[src/rtl/zzlab_env_pkg.sv]
// Shared types and constants for the zzlab_env control-bus master.
// Holds the FSM encoding, AXI response codes and control register map.
package zzlab_env_pkg;

   typedef enum logic [2:0] {
      S_IDLE  = 3'd0,
      S_WRITE = 3'd1,
      S_WRESP = 3'd2,
      S_READ  = 3'd3,
      S_RDATA = 3'd4,
      S_RESP  = 3'd5
   } state_t;

   localparam logic [1:0] RESP_OKAY   = 2'b00;
   localparam logic [1:0] RESP_SLVERR = 2'b10;

   localparam logic [5:0] REG_AP_CTRL  = 6'h00;
   localparam logic [5:0] REG_GIE      = 6'h04;
   localparam logic [5:0] REG_IER      = 6'h08;
   localparam logic [5:0] REG_ISR      = 6'h0C;
   localparam logic [5:0] REG_VERSION  = 6'h10;
   localparam logic [5:0] REG_PLATFORM = 6'h18;
   localparam logic [5:0] REG_BOARD    = 6'h1C;
   localparam logic [5:0] REG_CTRL     = 6'h20;

endpackage

[src/rtl/zzlab_env_axil_master.sv]
// Single-outstanding AXI4-Lite master: command/response stream to control bus.
// A bounded timer aborts hung transactions with a SLVERR/timeout response.
module zzlab_env_axil_master
   import zzlab_env_pkg::*;
#(
   parameter int C_M_AXI_CONTROL_ADDR_WIDTH = 6,
   parameter int C_M_AXI_CONTROL_DATA_WIDTH = 32,
   parameter int C_TIMEOUT_CYCLES           = 256
) (
   input  logic                                    ap_clk,
   input  logic                                    ap_rst_n,
   input  logic                                    cmd_valid,
   output logic                                    cmd_ready,
   input  logic                                    cmd_write,
   input  logic [C_M_AXI_CONTROL_ADDR_WIDTH-1:0]   cmd_addr,
   input  logic [C_M_AXI_CONTROL_DATA_WIDTH-1:0]   cmd_wdata,
   input  logic [C_M_AXI_CONTROL_DATA_WIDTH/8-1:0] cmd_wstrb,
   output logic                                    rsp_valid,
   input  logic                                    rsp_ready,
   output logic [C_M_AXI_CONTROL_DATA_WIDTH-1:0]   rsp_rdata,
   output logic [1:0]                              rsp_resp,
   output logic                                    rsp_timeout,
   output logic                                    m_axi_control_AWVALID,
   input  logic                                    m_axi_control_AWREADY,
   output logic [C_M_AXI_CONTROL_ADDR_WIDTH-1:0]   m_axi_control_AWADDR,
   output logic                                    m_axi_control_WVALID,
   input  logic                                    m_axi_control_WREADY,
   output logic [C_M_AXI_CONTROL_DATA_WIDTH-1:0]   m_axi_control_WDATA,
   output logic [C_M_AXI_CONTROL_DATA_WIDTH/8-1:0] m_axi_control_WSTRB,
   input  logic                                    m_axi_control_BVALID,
   output logic                                    m_axi_control_BREADY,
   input  logic [1:0]                              m_axi_control_BRESP,
   output logic                                    m_axi_control_ARVALID,
   input  logic                                    m_axi_control_ARREADY,
   output logic [C_M_AXI_CONTROL_ADDR_WIDTH-1:0]   m_axi_control_ARADDR,
   input  logic                                    m_axi_control_RVALID,
   output logic                                    m_axi_control_RREADY,
   input  logic [C_M_AXI_CONTROL_DATA_WIDTH-1:0]   m_axi_control_RDATA,
   input  logic [1:0]                              m_axi_control_RRESP
);

   localparam int AW = C_M_AXI_CONTROL_ADDR_WIDTH;
   localparam int DW = C_M_AXI_CONTROL_DATA_WIDTH;
   localparam bit TO_EN = (C_TIMEOUT_CYCLES > 0);
   localparam int TW = TO_EN ? $clog2(C_TIMEOUT_CYCLES + 1) : 1;
   localparam logic [TW-1:0] TMAX =
      TO_EN ? TW'(C_TIMEOUT_CYCLES - 1) : '0;

   state_t            state;
   state_t            state_nxt;
   logic              live;
   logic              aw_done;
   logic              w_done;
   logic [TW-1:0]     tmr;
   logic [AW-1:0]     addr;
   logic [DW-1:0]     wdata;
   logic [DW/8-1:0]   wstrb;
   logic [DW-1:0]     rdata;
   logic [1:0]        resp;
   logic              tout;

   logic accept;
   logic aw_hs;
   logic w_hs;
   logic busy;
   logic expire;
   logic done_ok;

   // Bus-facing handshakes and outputs decode straight from registered state.
   assign cmd_ready             = live && (state == S_IDLE);
   assign rsp_valid             = (state == S_RESP);
   assign m_axi_control_AWVALID = (state == S_WRITE) && !aw_done;
   assign m_axi_control_WVALID  = (state == S_WRITE) && !w_done;
   assign m_axi_control_ARVALID = (state == S_READ);
   assign m_axi_control_BREADY  = (state == S_WRESP);
   assign m_axi_control_RREADY  = (state == S_RDATA);
   assign m_axi_control_AWADDR  = addr;
   assign m_axi_control_ARADDR  = addr;
   assign m_axi_control_WDATA   = wdata;
   assign m_axi_control_WSTRB   = wstrb;
   assign rsp_rdata             = rdata;
   assign rsp_resp              = resp;
   assign rsp_timeout           = tout;

   // Next-state logic; a response in the expiry cycle beats the timeout.
   always_comb begin
      accept    = cmd_valid && cmd_ready;
      aw_hs     = m_axi_control_AWVALID && m_axi_control_AWREADY;
      w_hs      = m_axi_control_WVALID && m_axi_control_WREADY;
      busy      = (state == S_WRITE) || (state == S_WRESP) ||
                  (state == S_READ)  || (state == S_RDATA);
      expire    = TO_EN && busy && (tmr == TMAX);
      done_ok   = ((state == S_WRESP) && m_axi_control_BVALID) ||
                  ((state == S_RDATA) && m_axi_control_RVALID);
      state_nxt = state;
      unique case (state)
         S_IDLE: begin
            if (accept) state_nxt = cmd_write ? S_WRITE : S_READ;
         end
         S_WRITE: begin
            if ((aw_done || aw_hs) && (w_done || w_hs))
               state_nxt = S_WRESP;
         end
         S_WRESP: begin
            if (m_axi_control_BVALID) state_nxt = S_RESP;
         end
         S_READ: begin
            if (m_axi_control_ARREADY) state_nxt = S_RDATA;
         end
         S_RDATA: begin
            if (m_axi_control_RVALID) state_nxt = S_RESP;
         end
         S_RESP: begin
            if (rsp_ready) state_nxt = S_IDLE;
         end
         default: state_nxt = S_IDLE;
      endcase
      if (expire && !done_ok) state_nxt = S_RESP;
   end

   // State register.
   always_ff @(posedge ap_clk) begin
      if (!ap_rst_n) state <= S_IDLE;
      else           state <= state_nxt;
   end

   // Command latch, channel done flags, timer and response capture.
   always_ff @(posedge ap_clk) begin
      if (!ap_rst_n) begin
         live    <= 1'b0;
         aw_done <= 1'b0;
         w_done  <= 1'b0;
         tmr     <= '0;
         addr    <= '0;
         wdata   <= '0;
         wstrb   <= '0;
         rdata   <= '0;
         resp    <= '0;
         tout    <= 1'b0;
      end else begin
         live <= 1'b1;
         if (accept) begin
            addr    <= cmd_addr & ~AW'(3);
            wdata   <= cmd_wdata;
            wstrb   <= cmd_wstrb;
            tmr     <= '0;
            aw_done <= 1'b0;
            w_done  <= 1'b0;
         end
         if (aw_hs) aw_done <= 1'b1;
         if (w_hs)  w_done  <= 1'b1;
         if (busy && TO_EN) tmr <= tmr + 1'b1;
         if (expire && !done_ok) begin
            rdata <= '0;
            resp  <= RESP_SLVERR;
            tout  <= 1'b1;
         end else if ((state == S_WRESP) && m_axi_control_BVALID) begin
            rdata <= '0;
            resp  <= m_axi_control_BRESP;
            tout  <= 1'b0;
         end else if ((state == S_RDATA) && m_axi_control_RVALID) begin
            rdata <= m_axi_control_RDATA;
            resp  <= m_axi_control_RRESP;
            tout  <= 1'b0;
         end
      end
   end

endmodule
[config.mk]
export PLATFORM = sky130hd
export DESIGN_NAME = zzlab_env_axil_master
export DESIGN_NICKNAME = d
export VERILOG_FILES = /design/src/rtl/zzlab_env_pkg.sv /design/src/rtl/zzlab_env_axil_master.sv
export SDC_FILE = /design/constraint.sdc
export NUM_CORES = 1
export LEC_CHECK = 0
export ABC_AREA = 1
export CORE_MARGIN = 2
export CORE_UTILIZATION = 37
export CTS_CLUSTER_DIAMETER = 120
export DETAILED_ROUTE_END_ITERATION = 16
export PLACE_DENSITY = 0.89
export SLEW_MARGIN = 20
export SYNTH_ARGS = -nofsm -noshare
export SYNTH_HDL_FRONTEND = slang
export SYNTH_SLANG_ARGS = --single-unit
[constraint.sdc]
create_clock -name ap_clk -period 1.9 [get_ports ap_clk]
set_input_delay 0.38 -clock ap_clk [delete_from_list [all_inputs] [get_ports ap_clk]]
set_output_delay 0.38 -clock ap_clk [all_outputs]
set_load 0.02 [all_outputs]
==> run metrics, run 1 <==
status=finished clean; drt wl/cell=13.2 um; initial core utilization=between 30% and 40%; setup TNS=0 ps; GP Congestion=0.801; Clock Power Share=23.2%; Fill cells=just over 800; Crit Path Class=reg -> reg; Synth cell types=28; DRT Pass-1 Iters=4; setup violators final=0; gr usage total=18.8%; hold depth=2; die area=10700 um2; Fin Clk Skew=9.08 ps; CP Launch Type=flop; Final WS setup=24.1 ps; vias per inst=4.67; area post-placement=5500 um2; cell area power density=between 900 and 1000 nW/um2; antenna-violating nets left=0; vias in the first global route=3468; Max Clock Freq=approximately 530 MHz; total wire length=~10000 um; Slew Limit Fails=0; fin area=5910 um2; fin util=about three fifths; Core Area=9680 um2; IO buf count=between 150 and 200; Clock Path Buffers=2; sequential area share after synthesis=49.5%; root buf cell=clkbuf_8; site row count=36; switching share of power=36.4%; syn_area_per_cell=7.84 um2; hold-fix buffers at CTS=0; detailed-route via count=about 3700; share of cells above drive strength 1=between 10% and 20%; I/O pin cnt=178; initial antenna violation count=0; unrepaired setup endpoints after global routing=true; CTS tree=done; TritonCTS Sinks=90; Max-Cap Viols=0; Die X=103 um; fin crit period=1880 ps; Req. time, crit path=2140 ps; GR Overflow Total=0; Mapped Cells=465; Comb power frac=37.9%; dpl ws=-47.9 ps; Critical Path End Type=flop; Iter 0 DRT Violations=82; largest net degree at the start of global routing=43; internal power=3680 uW; Syn-to-layout area delta=62.2%; Leak=around 0.0022 uW; Fin. Hold Viols=0; Layout Nets=738; clk_lat worst skew=350 ps; Hold WS=468 ps; global-route wire length before repair=15900 um; dpl hpwl=~7400 um; Synth warnings=0; Antenna Cells=0; sequential share of power=38.9%; Peak VDD IR=0.511 mV; Worst-path clk slew=90 ps; htree depth=3; Final Cycle Share=a little over nine tenths; number of synthesized register bits=90; FF-to-FF path depth=12; Syn Std Cell Area=roughly 3600 um2; TritonCTS buffer count=9; Crit path arrival time=around 2100 ps; critical-path maximum fanout=10; Hold Path Class=reg -> reg; Switch Pwr=2110 uW; Die H=103 um; Residual DRC=0
-- final timing paths --
kind                                        startpoint                      to  slack (ps)
worst min-delay path            m_axi_control_WDATA[8]  m_axi_control_WDATA[8]         470
worst max-delay path                            tmr[1]           rsp_rdata[30]          20
worst min register to register  m_axi_control_WDATA[8]  m_axi_control_WDATA[8]         470
worst max register to register                  tmr[1]           rsp_rdata[30]          20
-- cells in the mapped netlist, drive strengths merged --
library cell	instances	area, um2
nand2	179	702
nand3b	1	7.51
nand3	9	45.0
conb	1	3.75
a31o	1	8.76
o21bai	1	7.51
nand4	2	12.5
and2	1	6.26
nor3b	2	15.0
dfxtp	90	1800
buf	20	149
ha	2	25.0
nor2	20	103
o21ai	10	50.1
or2	1	6.26
nor3	3	15.0
a211oi	1	7.51
inv	21	78.8
clkbuf	11	41.3
a21oi	89	558
-- power by group through the flow --
stage / sequential [uW] / combinational, uW / clock (uW)
detailed placement: 2270 / 2120 / 0
floorplan: 2450 / 1070 / 0
global placement: 2260 / 2070 / 0
global route: 2270 / 2420 / 1470
CTS: 2240 / 2190 / 1390
finish: 2250 / 2190 / 1340
-- worst max-delay path, stage by stage (launching register included) --
cell,delay [ps]
dfxtp_2,360
ha_4,160
nand3_4,90
nor2_4,120
nand3_2,90
nor2_2,130
ha_2,210
nand2_4,60
nor2_4,140
nor2_4,70
nand2_4,130
buf_12,160
a21oi_2,40
-- layout by cell type (no fill, tap or decap), types with 2 or more instances in the layout --
cell	Yosys	layout
dlygate4sd2_1	0	3
o21ai_0	10	10
inv_6	0	3
inv_2	3	3
nand2_2	3	4
a21oi_2	30	31
nor3_1	3	3
dfxtp_1	90	87
dfxtp_2	0	3
clkdlybuf4s50_1	0	164
buf_12	0	6
a21oi_1	59	57
buf_4	12	22
nand2_1	173	171
clkbuf_2	0	3
nor2_4	3	4
nor3b_1	2	2
nand4_1	2	2
inv_1	18	18
nand2_4	3	4
nor2_1	15	12
nor2_2	2	4
nand3_2	0	2
conb_1	1	4
clkbuf_8	0	9
nand3_1	9	6
-- final cells by class --
class / instances / area, um2 / share of cell area, %
Clock buffer: 9 / 124 / 2.10
Clock inverter: 7 / 80.1 / 1.36
Inverter: 21 / 78.8 / 1.33
Multi-Input combinational cell: 326 / 1660 / 28.2
Sequential cell: 90 / 1810 / 30.6
Tap cell: 133 / 166 / 2.82
Timing Repair Buffer: 200 / 1990 / 33.7
-- what timing repair did --
action	4_1_cts	5_1_grt
resized for setup	20	19
buffers inserted	11	5
cloned	2	0
setup endpoints to repair	39	39
pin swaps	2	10
-- sequential cells by signal, indices dropped and copies added, names as in the netlist --
signal and cells:
rsp_timeout 1, live 1, tmr 9, w_done 1, rsp_resp 2, m_axi_control_ARADDR 4, rsp_rdata 32, m_axi_control_WDATA 32
m_axi_control_WSTRB 4, aw_done 1, state 3
-- kinds of logic (layout without fill, tap and decap cells) --
logic type	count (synthesis)	after routing	synth area share, %
flops	90	90	49.5
other cells	1	4	0.103
simple gates	218	218	25.0
fa+ha+maj	2	2	0.687
compound gates	102	102	17.3
buf+inv	52	237	7.38
-- per-stage QoR --
step           power (uW)  cells
2_1_floorplan        3510    468
3_3_place_gp         4330    755
3_5_place_dp         4390    755
4_1_cts              5830    784
5_1_grt              6160    786
6_report             5790    786
-- per-layer routing --
metal	GRT usage, %	up-vias	wire length, um
li1	-	1841	-
met1	21.1	1670	4200
met2	33.5	150	5180
met3	6.59	6	881
met4	5.97	0	82
met5	0	-	0
Note: power is estimated with default switching activity, not from simulation.
==> run 2, diff against run 1 <==
- CORE_UTILIZATION: 37 -> 55
- DONT_BUFFER_PORTS: not set -> 1
- PLACE_DENSITY: 0.89 -> 0.85
- SKIP_LAST_GASP: not set -> 1
==> run 2 against run 1 <==
Fmax grew 2.1%. Design area shrank 29%. Sequential power grew 9.8%. Critical path depth grew 1. Via count shrank 18%. Combinational power shrank 33%. Sequential share of layout area grew 12 points. Critical path type unchanged. Power shrank 3.5%. Worst setup slack gained 38 ps. Register-to-register slack gained 40 ps.
==> run metrics, run 2 (synthesized netlist as in run 1, its figures left out) <==
initial antenna violation count=0; Layout Nets=570; Max Clock Freq=544 MHz; cell area power density=1320 nW/um2; Clock Path Buffers=2; detailed-route via count=3024; TritonCTS buffer count=9; dpl hpwl=around 6000 um; CP top delay family=simple AND/OR/NAND/NOR gates; largest net degree at the start of global routing=43; total wire length=8580 um; most frequent cells in the layout=nand2_1 (172), dfxtp_1 (88), a21oi_1 (59); Req. time, crit path=between 2000 and 2500 ps; die area=around 7300 um2; Crit Path Class=reg -> reg; Hold WS=between 60 and 70 ps; Die H=85.4 um; Core Area=6390 um2; critical path's slowest cell=dfxtp_2; Crit path buffers/inverters=2; CTS tree=done; Antenna Cells=0; most common cell after layout, fill and taps aside=nand2_1; IO buf count=0; clk_lat worst skew=340 ps; GP Congestion=slightly above 0.8; Leak=0.00156 uW; CP Cell Sequence=ha_4 -> nand3_4 -> nor2_4 -> nand3_2 -> nor2_2 -> ha_2 -> nand2_2 -> nor2_4 -> nor2_4 -> nand2_4 -> buf_12 -> buf_12 -> a21oi_2; unrepaired setup endpoints after global routing=true; setup TNS=0 ps; global-route wire length before repair=13100 um; Fill cells=509; # placed instances=approximately 530; share of cells above drive strength 1=a little over a fifth; setup violators final=0; Max-Cap Viols=0; Syn-to-layout area delta=15.8%; Non-Filler Instances=approximately 560; Slew Limit Fails=0; site row count=29; Largest stage delay, worst path=360 ps; Critical Path End Type=flop; Peak VDD IR=between 0.7 and 0.8 mV; Die X=85.4 um; Hold Path Class=in -> reg; vias per inst=5.38; htree depth=3; drt wl/cell=15.3 um; Crit path arrival time=roughly 2100 ps; Iter 0 DRT Violations=94; initial core utilization=57.1%; Residual DRC=0; gr usage total=about 22%; Final WS setup=between 60 and 70 ps; Fin Clk Skew=11.7 ps; CP Launch Type=flop; dpl ws=-44.9 ps; DRT Pass-1 Iters=4; GR Overflow Total=0; antenna-violating nets left=0; TritonCTS Sinks=90; status=finished clean; most frequent CP cell=nor2_4; critical-path maximum fanout=6; vias in the first global route=2911; root buf cell=clkbuf_8; Final Cycle Share=96.7%; Worst-path clk slew=90 ps; fin util=66.1%; hold-fix buffers at CTS=0; Fin. Hold Viols=0; I/O pin cnt=178; fin crit period=1840 ps
## run 2: cell types whose count changed in the layout (fill, tap and decap cells not counted), moves of 2 or more
cell,before,now
clkbuf_2,3,0
a21oi_1,57,59
clkdlybuf4s50_1,164,0
bufinv_16,1,4
inv_6,3,0
dlygate4sd2_1,3,0
## run 2: routing by layer
metal	global-route usage (%)	vias up	part of all wire, %
met4	10.7	0	1.9
met1	23.6	1347	37
met2	39.0	159	49
met3	9.14	13	11
met5	0	-	0
li1	-	1505	-
## run 2: cell type report
class,instances,area [um2],share of cell area [%]
sequential,90,1800,42.8
clock inverter,7,141,3.35
timing repair buffer,32,343,8.13
inverter,21,78.8,1.87
multi-input combinational,326,1630,38.7
clock buffer,9,124,2.94
tap,77,96.3,2.28
## run 2: path summary, 6_finish.rpt
| path | start | to | slack, ps | cells after the start |
|---|---|---|---|---|
| hold reg to reg | tmr[7] | tmr[7] | 470 | 2 |
| setup reg to reg | tmr[1] | rsp_rdata[22] | 60 | 13 |
| hold / removal | ap_rst_n | live | 60 | 0 |
| setup / recovery | tmr[1] | rsp_rdata[22] | 60 | 13 |
## run 2: timing repair
action,4_1_cts,5_1_grt
setup buffers,7,5
gates cloned,1,0
pin swaps,5,7
endpoints found under the setup margin,30,33
gates resized for setup,10,7
## run 2: report_power, final
group / internal (uW) / switching (uW) / total, uW
Sequential: 2100 / 371 / 2470
Clock: 1010 / 651 / 1660
Combinational: 538 / 919 / 1460
## run 2: stage by stage
stage | cell area (um2) | total power, uW
after floorplan | 3650 | 3510
after global placement | 3740 | 3770
after CTS | 4150 | 5570
final | 4220 | 5580
after global routing | 4220 | 5910
after detailed placement | 3740 | 3830
## run 2: worst reg2reg max path, cell delays in order, from the launching register on
cell     delay, ps
dfxtp_2        360
ha_4           150
nand3_4         80
nor2_4         110
nand3_2         90
nor2_2         100
ha_2           190
nand2_2         70
nor2_4         140
nor2_4          50
nand2_4        120
buf_12         130
buf_12         110
a21oi_2         40
